--- src/rtl/scan_sequencer.sv ---
// scan_sequencer: walks a slot index over an 8-bit mask with dwell/gap timing to drive a 3-to-8 decoder.
// Optional SCAN_SEQ_HOLD_EN adds a hold input that freezes the dwell counter while scanning.
module scan_sequencer #(
  parameter int DWELL = 4,
  parameter int GAP   = 1,
  parameter int CNT_W = 16
) (
  input  logic       clk,
  input  logic       rst_n,
  input  logic       start,
  input  logic       stop,
  input  logic       mode,
`ifdef SCAN_SEQ_HOLD_EN
  input  logic       hold,
`endif
  input  logic [7:0] slot_mask,
  output logic [2:0] sel,
  output logic       enable,
  output logic       busy,
  output logic       sweep_done
);
  typedef enum logic [1:0] {S_IDLE, S_SCAN, S_GAP} state_t;
  localparam logic [CNT_W-1:0] DW_LAST = CNT_W'(DWELL - 1);
  localparam logic [CNT_W-1:0] GP_LAST = CNT_W'(GAP - 1);
  state_t           r_state, w_state;
  logic [CNT_W-1:0] r_cnt, w_cnt;
  logic [2:0]       r_sel, w_sel, w_lo, w_hi;
  logic             r_en, w_en, r_busy, w_busy, r_done, w_done;
  logic [7:0]       w_above;
  logic             w_has_hi, w_adv, w_hold;
`ifdef SCAN_SEQ_HOLD_EN
  assign w_hold = hold;
`else
  assign w_hold = 1'b0;
`endif
  assign sel        = r_sel;
  assign enable     = r_en;
  assign busy       = r_busy;
  assign sweep_done = r_done;
  assign w_above    = slot_mask & (8'hFE << r_sel);
  // descending loop leaves the lowest set bit of each vector
  always_comb begin
    w_lo     = 3'd0;
    w_hi     = 3'd0;
    w_has_hi = 1'b0;
    for (int i = 7; i >= 0; i--) begin
      if (slot_mask[i]) w_lo = 3'(i);
      if (w_above[i]) begin
        w_hi     = 3'(i);
        w_has_hi = 1'b1;
      end
    end
  end
  always_comb begin
    w_state = r_state;
    w_cnt   = r_cnt;
    w_sel   = r_sel;
    w_en    = r_en;
    w_busy  = r_busy;
    w_done  = 1'b0;
    w_adv   = 1'b0;
    if (r_state == S_IDLE) begin
      if (start && !stop && |slot_mask) begin
        w_state = S_SCAN;
        w_sel   = w_lo;
        w_en    = 1'b1;
        w_busy  = 1'b1;
        w_cnt   = '0;
      end
    end else if (stop) begin
      w_state = S_IDLE;
      w_en    = 1'b0;
      w_busy  = 1'b0;
      w_cnt   = '0;
    end else if (r_state == S_SCAN) begin
      if (!w_hold) begin
        if (r_cnt != DW_LAST) w_cnt = r_cnt + 1'b1;
        else if (GAP > 0) begin
          w_state = S_GAP;
          w_en    = 1'b0;
          w_cnt   = '0;
        end else w_adv = 1'b1;
      end
    end else if (r_cnt != GP_LAST) w_cnt = r_cnt + 1'b1;
    else w_adv = 1'b1;
    // mask and mode only matter here, at the slot boundary
    if (w_adv) begin
      w_cnt = '0;
      if (slot_mask == 8'h00 || (!w_has_hi && mode)) begin
        w_state = S_IDLE;
        w_en    = 1'b0;
        w_busy  = 1'b0;
        w_done  = slot_mask != 8'h00;
      end else begin
        w_state = S_SCAN;
        w_sel   = w_has_hi ? w_hi : w_lo;
        w_en    = 1'b1;
        w_done  = !w_has_hi;
      end
    end
  end
  always_ff @(posedge clk or negedge rst_n) begin
    if (!rst_n) begin
      r_state <= S_IDLE;
      r_cnt   <= '0;
      r_sel   <= 3'd0;
      r_en    <= 1'b0;
      r_busy  <= 1'b0;
      r_done  <= 1'b0;
    end else begin
      r_state <= w_state;
      r_cnt   <= w_cnt;
      r_sel   <= w_sel;
      r_en    <= w_en;
      r_busy  <= w_busy;
      r_done  <= w_done;
    end
  end
endmodule

--- config.mk ---
export PLATFORM = sky130hd
export DESIGN_NAME = scan_sequencer
export DESIGN_NICKNAME = d
export VERILOG_FILES = /design/src/rtl/scan_sequencer.sv
export SDC_FILE = /design/constraint.sdc
export NUM_CORES = 1
export LEC_CHECK = 0
export ABC_AREA = 1
export BUFFER_PORTS_ARGS = -buffer_cell sky130_fd_sc_hd__buf_2
export CAP_MARGIN = 40
export CORE_ASPECT_RATIO = 0.75
export CORE_MARGIN = 3
export CORE_UTILIZATION = 63
export CTS_BUF_LIST = sky130_fd_sc_hd__clkbuf_16
export CTS_CLUSTER_SIZE = 10
export DETAILED_ROUTE_END_ITERATION = 6
export HOLD_SLACK_MARGIN = 0.15
export PLACE_DENSITY = 0.83
export SETUP_SLACK_MARGIN = 0.1
export SLEW_MARGIN = 20
export SYNTH_ARGS = -nofsm -noshare
export SYNTH_HDL_FRONTEND = slang
export SYNTH_SLANG_ARGS = --single-unit
--- constraint.sdc ---
create_clock -name clk -period 4.44 [get_ports clk]
set_clock_uncertainty 0.1 [all_clocks]
set_input_delay 0.444 -clock clk [delete_from_list [all_inputs] [get_ports clk]]
set_output_delay 0.444 -clock clk [all_outputs]
set_load 0.03 [all_outputs]
# Word-level counts from Yosys, hierarchy flattened

Cells that the tools add are included.

Logic and storage cells: 89
Output and inout port bits: 6
Bits in registers: 24
Bits of input ports: 13

Reduce and logical (&&, ||, !) cells: 15
Bitwise gates (word level): 1
Muxes and demuxes: 61
Shift operators: 1
$add $sub $neg: 1
Eq/ne operators: 4

Operator list:

| kind                                                                   | number |
|---|---|
| 16-bit 2-to-1 mux                                                      | 7 |
| 3-bit 2-to-1 mux                                                       | 21 |
| 1-bit 2-to-1 mux                                                       | 27 |
| 16-bit by 1-bit adder with 16-bit output (second input constant)       | 1 |
| 16-bit by 2-bit != test with 1-bit output (second input constant)      | 1 |
| 16-bit nonzero test                                                    | 1 |
| 2-bit 2-to-1 mux                                                       | 6 |
| 8-bit bitwise AND                                                      | 1 |
| 8-bit zero test                                                        | 1 |
| 8-bit nonzero test                                                     | 1 |
| 8-bit OR reduction                                                     | 1 |
| 8-bit by 3-bit left shift with 8-bit output (first input constant)     | 1 |
| 5-bit nonzero test                                                     | 1 |
| 4-bit != test (second input constant)                                  | 1 |
| 4-bit nonzero test                                                     | 1 |
| 1-bit logical AND                                                      | 3 |
| 3-bit by 2-bit != test with 1-bit output (second input constant)       | 1 |
| 3-bit AND reduction                                                    | 1 |
| 2-bit by 1-bit equality test with 1-bit output (second input constant) | 1 |
| 1-bit zero test                                                        | 2 |
| 2-bit zero test                                                        | 1 |
| 2-bit AND reduction                                                    | 1 |
| 1-bit logical OR                                                       | 1 |

# Longest topological paths before layout

Word-level depth: 15
Gate-level depth with buffers: 13
Depth with buffers taken out: 13

# Worst setup path after synthesis

No wires, ideal clock.

Path type: reg2reg
From: register r_sel[2] (netlist: sel[2])
To: register r_sel[0] (netlist: sel[0])
Buffers on the path: 0
Data required time: 4,227 ps
Library setup time: 113 ps
Arrival time: 1,363 ps
Period minus slack after synthesis: 1,575 ps
Slack: 2,865 ps
Stages on the path, launching flop included: 10
Path through: dfrtp_1 -> nand3_1 -> nand2_2 -> nand2_2 -> nor2_4 -> nand3_2 -> nand2_2 -> nand3_1 -> nand2_1 -> inv_1

Word-level cells in the longest chain between the ends: 15
Elaborated cells between the ends (all ways): 24
Those cells by class: 1 x shift; 19 x mux; 1 x bitwise; 3 x reduce/logical

RTL lines:

| element                                       | RTL line | source |
|---|---|---|
| start, declared                               | 27       | `logic [2:0] r_sel, w_sel, w_lo, w_hi;` |
| start signal, assigned                        | 113      | `r_sel <= w_sel;` |
| 8-bit by 3-bit left shift with 8-bit output * | 40       | `assign w_above = slot_mask & (8'hFE << r_sel);` |
| 8-bit bitwise AND *                           | 40       |  |
| 1-bit 2-to-1 mux (8 in series)                | 48       | `if (w_above[i]) begin` |
| 1-bit zero test                               | 89       | `if (slot_mask == 8'h00 \|\| (!w_has_hi && mode)) begin` |
| 1-bit logical AND                             | 89       |  |
| 1-bit logical OR                              | 89       |  |
| 3-bit 2-to-1 mux *                            | 89       |  |
| 3-bit 2-to-1 mux *                            | 87       | `if (w_adv) begin` |
| net w_sel[0]                                  | 27       |  |

The timed path passes the listed nets; every way through them passes the cells marked *.
A chain may end at the register's enable or synchronous reset.

# Worst setup path in the final report

From: register r_cnt[0]
To: register r_state[0]

Word-level cells in the longest chain between the ends: 7
Elaborated cells between the ends (all ways): 11
Those cells by class: 3 x eq/ne; 5 x mux; 3 x reduce/logical

RTL lines:

| element                                         | RTL line | source |
|---|---|---|
| start, declared                                 | 26       | `logic [CNT_W-1:0] r_cnt, w_cnt;` |
| start signal, assigned                          | 112      | `r_cnt <= w_cnt;` |
| 16-bit nonzero test                             | 84       | `end else if (r_cnt != GP_LAST) w_cnt = r_cnt + 1'b1;` |
| 1-bit 2-to-1 mux                                | 84       |  |
| 1-bit 2-to-1 mux                                | 75       | `end else if (r_state == S_SCAN) begin` |
| 1-bit 2-to-1 mux                                | 70       | `end else if (stop) begin` |
| 1-bit 2-to-1 mux                                | 62       | `if (r_state == S_IDLE) begin` |
| 4-bit != test (no line) (tied with other cells) | n/a      |  |
| 3-bit AND reduction (no line)                   | n/a      |  |
| end signal, assigned                            | 111      | `r_state <= w_state;` |
| end, declared                                   | 25       | `state_t r_state, w_state;` |

Several ways; a longest one is shown, not always the timed one.

==> flow_summary.yaml <==
outcome:
  status: "complete, no violations"
clock_network:
  cts.sinks: 23
  cts_resized: 0
  clockRootBuffer: "clkbuf_16"
  cts_tree: "done"
  post_cts.repair.setup_buffers: 0
  htreeDepth: 1
  cts_buffers: 3
  clockBufferDepth: 2
  insertion_delay_ps: 260
  clk_transition_reported_paths_ps: 60
power_and_ir_drop:
  total_power_mw: 0.808
  max-vdd-ir-drop_mv: 0.335
  p_per_area_nw_per_um2: 408
  p_leak_nw: 0.954
detailed_routing:
  drt_wl_total_um: 4400
  vias_per_cell: 5.56
  first_iter_violations: 195
  wl_per_cell_um: 14.1
  ant_nets: 0
  drc: 0
  drt_first_pass_iters: 5
  vias: 1736
synthesis:
  synth-seq-area-share_pct: 32.6
  avgSynthCellArea_sq_um: 6.90
  synthArstFlopShare_pct: 100
  synth_seq_cells: 23
  yosysMostFrequentCell: "nand2_1"
  synth_nets: 271
  ys_types: 25
  ys_top_cells_by_count: "nand2_1, nor2_1, inv_1, dfrtp_1, o21ai_0"
  synthFlopType: "dfrtp_1"
  yosys.area.top_type: "dfrtp_1"
  yosysWarnings: 0
  synthTopCellsByArea: "dfrtp_1, nand2_1, nor2_1"
  synth_area_sq_um: 1770
  syn_inst: 256
  synth_edf_count: 0
  yosysTopAreaCellShare_pct: 32.6
global_routing:
  grt_overflow: 0
  track_usage_pct: 29.3
  antenna_found_initial: 0
  grt_pass1_wl_um: 7650
  grt_max_degree: 24
  grt_pass1_vias: 1569
sta:
  finalSetupTns_ps: 0
  fin_ws_ps: 2660
  setup_viol: 0
  period_needed_ps: 1780
  rsz0062_at_grt: "no"
  hold_ws_ps: 422
  worst_pin_slew_ps: 518
  slew_viol_final: 0
  hold_viol_final: 0
  fin_crit_sh_pct: 40.0
  max_freq_mhz: 562
  maxSlewHeadroom_pct: 65.5
floorplanning:
  core-area_sq_um: 2480
  fp-row-count: 15
  dieArea_sq_um: 3480
  ioPinCount: 19
  start_util_pct: 71.3
  die_w_um: 67.1
  die_y_um: 51.8
worst_setup_path:
  reg2reg_to: "r_state[0]"
  r2r_cells: 9
  r2r-start: "r_cnt[0]"
  worstSetupPathType: "reg -> reg"
  cp-end-kind: "register"
  cp_max_fo: 3
  rrSetupSlack_ps: 2660
  worstSetupStartpointType: "register"
  crit_required_ps: 4470
  arrival_ps: 1810
placement:
  globalplace.congestion: 0.937
  dp_slack_ps: 2550
  post_dp_cell_area_sq_um: 1890
  io_buffer_count: 18
  place.detailed.hpwl_um: 3370
cells_and_area:
  fill_cells: 193
  design_area_sq_um: 1980
  diodes: 0
  syn_to_final_growth_pct: 12.1
  drive_above_1_share_pct: 22.7
  nets: 294
hold_path:
  hold_depth: 4
  hold_path.class: "in -> reg"
  timing.hold.worst.start: "stop"
  min_to: "r_cnt[11]"
run:
  max-cap-violations: 0
## cells by family (layout without fill, tap and decap cells)
group | after synthesis | after routing | share of synthesized area, %
AOI/OAI and AO/OA | 29 | 29 | 9.71
xor gates and xnor gates | 6 | 6 | 2.98
adders and majority gates | 2 | 2 | 1.42
buffers and inverters | 38 | 60 | 8.50
DFF | 23 | 23 | 32.6
and+or+nand+nor | 158 | 158 | 44.8
## sequential cells by signal, summed over array words and instances, names as in the netlist
signal and flops:
r_cnt 16, sel 3, sweep_done 1, r_state 2
busy 1
## layout by cell type, fill, tap and decap left out, drive strengths merged
| master | count |
|---|---|
| a21oi | 7 |
| a31oi | 1 |
| buf | 18 |
| clkbuf | 3 |
| clkinvlp | 1 |
| dfrtp | 23 |
| dlygate4sd3 | 1 |
| ha | 2 |
| inv | 37 |
| nand2 | 78 |
| nand3 | 21 |
| nand4 | 9 |
| nor2 | 42 |
| nor3 | 8 |
| o21ai | 18 |
| o21bai | 1 |
| o22ai | 1 |
| o31ai | 1 |
| xor2 | 6 |
## worst max-delay path, cell delays in order, from the launching register on
cell	delay [ps]
dfrtp_1	400
inv_1	90
ha_1	200
nand3_1	90
nor2_1	150
nand3_2	130
nand3_2	110
nand2_2	80
o21ai_0	220
nand2_1	80
## layer usage
layer  vias to the layer above  global-route usage (%)  wire length [um]
li1                        861                       -                 -
met1                       764                    45.8              2080
met2                        99                    40.6              1760
met3                        12                    6.26               494
met4                         0                    7.07                63
met5                         -                       0                 0
## where the power goes
part,switching [mW],leakage [nW],internal [mW]
Combinational,0.237,0.603,0.0986
Sequential,0.0382,0.314,0.240
Clock,0.0728,0.0371,0.122
Total,0.348,0.954,0.460
## timing repair
item                                    in CTS  in global routing
hold buffers                                 1                  0
endpoints found under the setup margin       0                  0
hold endpoints to repair                    23                  0
## metrics by stage
stage,instances,utilization [%]
finish,312,79.9
global placement,307,76.2
CTS,312,79.9
global route,312,79.9
floorplan,256,-
detailed placement,307,76.2
## layout make-up
class | count | area, sq um | area share (%)
well taps | 34 | 42.5 | 2.15
clock buffers | 3 | 75.1 | 3.79
flip-flops and latches | 23 | 576 | 29.1
clock inverters | 1 | 7.51 | 0.379
multi-input cells | 195 | 1040 | 52.5
inverters | 37 | 139 | 7.02
repair buffers | 19 | 100 | 5.06
## how the worst max path moves through the flow
stage             start  slack (ps)          to
2_1_floorplan    sel[2]        2860      sel[0]
3_3_place_gp       stop        2550  r_state[0]
3_5_place_dp       stop        2550  r_state[0]
4_1_cts        r_cnt[0]        2680  r_state[0]
5_1_grt        r_cnt[0]        2500      sel[0]
6_report       r_cnt[0]        2660  r_state[0]
Power figures use the tool's default switching activity.
